File: config.mk
export PLATFORM = sky130hd
export DESIGN_NAME = conv_frame_sink_flat
export DESIGN_NICKNAME = d
export VERILOG_FILES = /design/src/rtl/conv_frame_sink_if.sv /design/src/rtl/conv_frame_sink.sv /design/src/flat_wrapper.sv
export SDC_FILE = /design/constraint.sdc
export NUM_CORES = 1
export LEC_CHECK = 0
export ABC_AREA = 1
export CAP_MARGIN = 20
export CORE_UTILIZATION = 50
export DETAILED_ROUTE_END_ITERATION = 16
export PLACE_DENSITY = 0.68
export RECOVER_POWER = 25
export SLEW_MARGIN = 15
export SYNTH_ARGS = -nofsm -noshare
export SYNTH_HDL_FRONTEND = slang
export SYNTH_SLANG_ARGS = --single-unit
export TNS_END_PERCENT = 1
File: constraint.sdc
create_clock -name clk -period 3.6 [get_ports clk]
set_clock_uncertainty 0.05 [all_clocks]
set_input_delay 0.72 -clock clk [delete_from_list [all_inputs] [get_ports clk]]
set_output_delay 0.72 -clock clk [all_outputs]
set_load 0.02 [all_outputs]
File: src/rtl/conv_frame_sink_if.sv
// Output word stream of conv_frame_sink: one P-lane pixel word per beat with row/frame markers.
interface conv_frame_sink_if #(
  parameter int P = 4
) ();
  logic           m_valid;
  logic           m_ready;
  logic [P*8-1:0] m_data;
  logic           m_last_row;
  logic           m_last_frame;

  modport master (output m_valid, m_data, m_last_row, m_last_frame, input m_ready);
  modport slave  (input m_valid, m_data, m_last_row, m_last_frame, output m_ready);
endinterface

File: src/rtl/conv_frame_sink.sv
// Captures one frame of P-lane convolver output, zero-fills invalid lanes, tracks raster
// position and buffers words in a FIFO toward a valid/ready sink with row/frame markers.
module conv_frame_sink #(
  parameter int WIDTH      = 256,
  parameter int HEIGHT     = 256,
  parameter int P          = 4,
  parameter int FIFO_DEPTH = 16
) (
  input  logic                     clk,
  input  logic                     rst_n,
  input  logic                     start,
  input  logic                     beat,
  input  logic [P-1:0]             out_valid_vec,
  input  logic [P*8-1:0]           out_pix_vec,
  conv_frame_sink_if.master        m,
  output logic                     busy,
  output logic                     frame_done,
  output logic                     overflow
);

  localparam int CW = (WIDTH  > 1) ? $clog2(WIDTH)  : 1;
  localparam int RW = (HEIGHT > 1) ? $clog2(HEIGHT) : 1;
  localparam int AW = $clog2(FIFO_DEPTH);

  localparam logic [CW-1:0] COL_LAST = CW'(WIDTH - P);
  localparam logic [CW-1:0] COL_STEP = CW'(P);
  localparam logic [RW-1:0] ROW_LAST = RW'(HEIGHT - 1);
  localparam logic [AW:0]   CNT_FULL = (AW+1)'(FIFO_DEPTH);

  localparam logic [1:0] ST_IDLE  = 2'd0;
  localparam logic [1:0] ST_RUN   = 2'd1;
  localparam logic [1:0] ST_DRAIN = 2'd2;

  typedef struct packed {
    logic           last_frame;
    logic           last_row;
    logic [P*8-1:0] data;
  } entry_t;

  logic [1:0]    state;
  logic [CW-1:0] col;
  logic [RW-1:0] row;

  entry_t        mem [FIFO_DEPTH];
  entry_t        head;
  entry_t        push_entry;
  logic [AW-1:0] wr_ptr, rd_ptr;
  logic [AW:0]   count;

  logic at_row_end, at_frame_end, take, push, pop, full;

  assign at_row_end   = (col == COL_LAST);
  assign at_frame_end = at_row_end && (row == ROW_LAST);
  assign take         = (state == ST_RUN) && beat;
  assign full         = (count == CNT_FULL);
  assign pop          = m.m_valid && m.m_ready;
  // A full FIFO still accepts a beat when the head leaves in the same cycle.
  assign push         = take && (!full || pop);

  assign head           = mem[rd_ptr];
  assign m.m_valid      = (count != '0);
  assign m.m_data       = m.m_valid ? head.data : '0;
  assign m.m_last_row   = m.m_valid && head.last_row;
  assign m.m_last_frame = m.m_valid && head.last_frame;

  assign busy = (state != ST_IDLE);
  // Empty-in-DRAIN exit covers a frame whose final beat was dropped on overflow.
  assign frame_done = (state == ST_DRAIN) && ((pop && head.last_frame) || !m.m_valid);

  always_comb begin
    push_entry            = '0;
    push_entry.last_row   = at_row_end;
    push_entry.last_frame = at_frame_end;
    for (int l = 0; l < P; l++) begin
      push_entry.data[l*8 +: 8] = out_valid_vec[l] ? out_pix_vec[l*8 +: 8] : 8'h00;
    end
  end

  // NOTE: sequential state uses non-blocking assignments so every register samples pre-edge values.
  always_ff @(posedge clk or negedge rst_n) begin
    if (!rst_n) begin
      state    <= ST_IDLE;
      col      <= '0;
      row      <= '0;
      overflow <= 1'b0;
    end else begin
      case (state)
        ST_IDLE: begin
          if (start) begin
            state    <= ST_RUN;
            col      <= '0;
            row      <= '0;
            overflow <= 1'b0;
          end
        end
        ST_RUN: begin
          if (beat) begin
            if (!push) overflow <= 1'b1;
            // Counters advance even on a dropped beat so geometry stays aligned.
            if (at_row_end) begin
              col <= '0;
              row <= at_frame_end ? '0 : row + RW'(1);
            end else begin
              col <= col + COL_STEP;
            end
            if (at_frame_end) state <= ST_DRAIN;
          end
        end
        ST_DRAIN: begin
          if (frame_done) state <= ST_IDLE;
        end
        default: state <= ST_IDLE;
      endcase
    end
  end

  // NOTE: the storage array has no reset; only pointers and count do, so contents are never observed stale.
  always_ff @(posedge clk) begin
    if (push) mem[wr_ptr] <= push_entry;
  end

  always_ff @(posedge clk or negedge rst_n) begin
    if (!rst_n) begin
      wr_ptr <= '0;
      rd_ptr <= '0;
      count  <= '0;
    end else begin
      if (push) wr_ptr <= wr_ptr + AW'(1);
      if (pop)  rd_ptr <= rd_ptr + AW'(1);
      case ({push, pop})
        2'b10:   count <= count + (AW+1)'(1);
        2'b01:   count <= count - (AW+1)'(1);
        default: count <= count;
      endcase
    end
  end

endmodule

File: src/flat_wrapper.sv
// flat-port wrapper written by rule: the top's interface ports become plain ports
module conv_frame_sink_flat 
#(
  parameter int WIDTH      = 256,
  parameter int HEIGHT     = 256,
  parameter int P          = 4,
  parameter int FIFO_DEPTH = 16
)
  (clk, rst_n, start, beat, out_valid_vec, out_pix_vec, busy, frame_done, overflow, m_m_valid, m_m_data, m_m_last_row, m_m_last_frame, m_m_ready);
  conv_frame_sink_if #(.P(P)) m_i ();
  input  logic clk;
  input  logic rst_n;
  input  logic start;
  input  logic beat;
  input  logic [P-1:0] out_valid_vec;
  input  logic [P*8-1:0] out_pix_vec;
  output logic busy;
  output logic frame_done;
  output logic overflow;
  output wire logic [$bits(m_i.m_valid)-1:0] m_m_valid;
  output wire logic [$bits(m_i.m_data)-1:0] m_m_data;
  output wire logic [$bits(m_i.m_last_row)-1:0] m_m_last_row;
  output wire logic [$bits(m_i.m_last_frame)-1:0] m_m_last_frame;
  input wire logic [$bits(m_i.m_ready)-1:0] m_m_ready;
  assign m_m_valid = m_i.m_valid;
  assign m_m_data = m_i.m_data;
  assign m_m_last_row = m_i.m_last_row;
  assign m_m_last_frame = m_i.m_last_frame;
  assign m_i.m_ready = m_m_ready;
  conv_frame_sink #(.WIDTH(WIDTH), .HEIGHT(HEIGHT), .P(P), .FIFO_DEPTH(FIFO_DEPTH)) u_core (.clk(clk), .rst_n(rst_n), .start(start), .beat(beat), .out_valid_vec(out_valid_vec), .out_pix_vec(out_pix_vec), .m(m_i), .busy(busy), .frame_done(frame_done), .overflow(overflow));
endmodule
==> flow_summary.yaml <==
run_status:
  status: "complete, but fails checks"
  violations: "max-capacitance violations, max-slew violations, negative setup slack"
yosys:
  synth_cell_types: 30
  synth_flop_cell: "edfxtp_1"
  synthesis.area_um2: 23600
  synthTopCellsByArea: "edfxtp_1 69%, nand2_1 9.0%, a21oi_1 3.7%"
  synth-seq-cells: 574
  async_flop_share: 0.0523
  synth_edf_count: 544
  syn-num-nets: 2083
  synth_top_area_share: 0.691
  syn_inst: 2030
  syn_area_per_cell_um2: 11.6
  yosysTopAreaCell: "edfxtp_1"
  yosys_warnings: 0
  seq_area_frac_synth: 0.723
pwr:
  power_density_nw_per_um2: 831
  peakVddDrop_mv: 0.765
  p_leak_nw: 10.5
placement:
  placed_area_um2: 25600
  routabilityCongestion: 0.801
  hpwl_mm: 30.2
  port_buffers: 78
  placedCellCount: 2664
  place_ws_ns: 0.327
setup_path:
  reg2regPathDepth: 8
  worst_setup_path_start_kind: "flip-flop"
  timing.rr.start: "u_core.state[1]"
  cpMaxStageDelayCell: "clkdlybuf4s50_1"
  rrSetupSlack_ns: 0.86
  cp_max_fo: 32
  cp.arrival_ns: 2.89
  worst_setup_path_end_kind: "primary output"
  crit_type: "reg -> out"
  crit_chain: "buf_16 > buf_8 > nand2_1 > nand3_1 > nand2_1 > a21oi_1 > o31ai_1 > a21oi_1 > clkdlybuf4s50_1"
  reg2reg_to: "u_core.mem[2][21]"
  slowest_delay_ns: 0.64
  worstPathRequired_ns: 2.83
floorplan:
  die_area_um2: 48200
  ios: 79
  start_util: 0.508
  coreArea_um2: 46600
  die_h_um: 219
  row_count: 79
  die_w_um: 219
timing:
  fmax_mhz: 273
  worstMarginPinSlew_ns: 1.73
  finalHoldViolCount: 0
  finalCritPeriodShare: 1.02
  finalSetupViolCount: 1
  setup_ws_ns: -0.0645
  fin_crit_ns: 3.66
  slew_headroom: -0.151
  maxSlewViolCount: 31
  rsz0062_at_grt: "yes"
clock_network:
  numCtsBuffers: 57
  clock_sinks: 574
  cts_tree: "done"
  cts_htree_levels: 2
  root_buffer: "clkbuf_16"
  clk_pin_slew_ns: 0.06
  ctsLongestPathBuffers: 3
  insertion_delay_ns: 0.60
cells_and_area:
  final_cells: 2766
  regArea_um2: 17100
  nNetsFinal: 2172
  nFillCells: 3667
  synthToLayoutAreaGrowth_pct: 16.2
  multi_input_area_um2: 5800
  n_antenna_cell: 0
  drive_gt1_frac: 0.0787
  utilization: 0.590
  final_cell_area_um2: 27500
detailed_routing:
  drtIter0Drc: 1569
  via_per_inst: 5.62
  detail-route-antenna-nets: 0
  drt-total-wl_mm: 57.1
  dr.pass1.iters: 5
  wl_per_cell_um: 20.6
  dr_total_vias: 15500
  drc: 0
grt:
  track_usage: 0.238
  antenna_found_initial: 1
  grt_pass1_wl_mm: 85.5
  overflow: 0
  grt_max_degree: 59
  grt_pass1_vias: 14800
worst_hold_path:
  hold_start: "u_core.overflow"
  hold_end: "u_core.overflow"
  hold_class: "reg -> reg"
  whs_path_depth: 2
flow_run:
  cap_violations: 1
[cell type report]
type / instances / share of cell area
flip-flops and latches: 574 / 0.622
inverters: 85 / 0.0127
well taps: 607 / 0.0276
clock inverters: 24 / 0.00674
repair buffers: 151 / 0.0636
clock buffers: 75 / 0.0559
multi-input cells: 1250 / 0.211
[synth_stat cells, types with 2 or more instances]
cell,number
edfxtp_1,544
o21ai_0,80
buf_2,46
nor2_1,166
nand4_1,4
and3_1,2
buf_1,11
buf_6,5
nand3_1,158
clkinv_1,2
clkbuf_1,51
inv_2,3
nor3_1,3
inv_1,80
a21oi_1,174
dfrtp_1,30
nand2_1,568
buf_4,8
xor2_1,9
o31ai_1,66
ha_1,11
[stage by stage]
step	power, mW	hold WS [ns]	TNS, ns
after floorplan	14.0	0.374	0
after global placement	17.2	0.439	0
after detailed placement	17.3	0.448	0
after CTS	22.9	0.466	-4.81
after global routing	24.0	0.506	-0.289
final	22.8	0.460	-0.0645
[routing by layer]
metal / track usage / routed length, um
met2: 0.392 / 27500
met3: 0.0319 / 4170
met1: 0.330 / 24300
met4: 0.0725 / 1080
met5: 0 / 0
[worst max-delay path: cells and delay by family (launching register included)]
kind            cells  cell delay [ns]
compound gates      3             0.43
flops               1             0.53
buf+inv             3             1.10
simple gates        3             0.21
[cells in the final DEF, fill, tap and decap left out, types with 2 or more instances in the layout]
cell type,Yosys,routed
clkdlybuf4s15_1,0,2
bufinv_16,0,3
ha_1,11,11
clkdlybuf4s50_1,0,40
o21ai_0,80,80
xor2_1,9,9
nand4_1,4,4
a21oi_2,0,3
dfrtp_4,0,2
o31ai_1,66,64
dfrtp_1,30,27
edfxtp_1,544,544
dlygate4sd2_1,0,8
dlygate4sd3_1,0,4
buf_16,0,3
nor2_4,0,16
nand2_1,568,568
nor3_1,3,3
clkinv_2,0,5
a21oi_1,174,171
buf_4,8,43
buf_12,0,21
clkinv_1,2,16
inv_1,80,80
nor2_1,166,150
dlymetal6s2s_1,0,23
o31ai_2,0,2
buf_6,5,2
clkbuf_1,51,17
nand3_1,158,158
clkbuf_16,0,60
and3_1,2,2
[state kept, by name (all words and copies together), names as in the netlist]
name,cells
u_core.col,6
u_core.row,8
u_core.count,5
u_core.mem,544
u_core.state,2
u_core.wr_ptr,4
u_core.overflow,1
u_core.rd_ptr,4
[kinds of logic after synthesis]
logic type	count (synthesis)	synth area share
adders and majority gates	12	0.00667
buffers and inverters	206	0.0380
xor gates and xnor gates	9	0.00333
AOI/OAI and AO/OA	326	0.0765
and+or+nand+nor	903	0.153
DFF	574	0.723
[power breakdown]
group,switching [mW],internal (mW),total [mW]
Combinational,5.84,2.95,8.79
Clock,2.40,3.18,5.58
Sequential,0.321,8.14,8.46
[worst max path at each step]
stage,start,endpoint,cells past startpoint
2_1_floorplan,beat,u_core.mem[11][0],5
3_3_place_gp,u_core.rd_ptr[0],m_m_data[21],9
3_5_place_dp,u_core.rd_ptr[0],m_m_last_row,9
4_1_cts,u_core.rd_ptr[0],m_m_data[14],10
5_1_grt,u_core.rd_ptr[0],m_m_data[21],9
6_report,u_core.rd_ptr[0],m_m_data[21],9
[what timing repair did]
action,in CTS,in global routing
cloned,1,1
gates resized for setup,20,34
setup endpoints to repair,35,32
setup buffers,0,1
endpoints found under the hold margin,0,0
hold buffers,0,0
(Power assumes the default switching activity.)
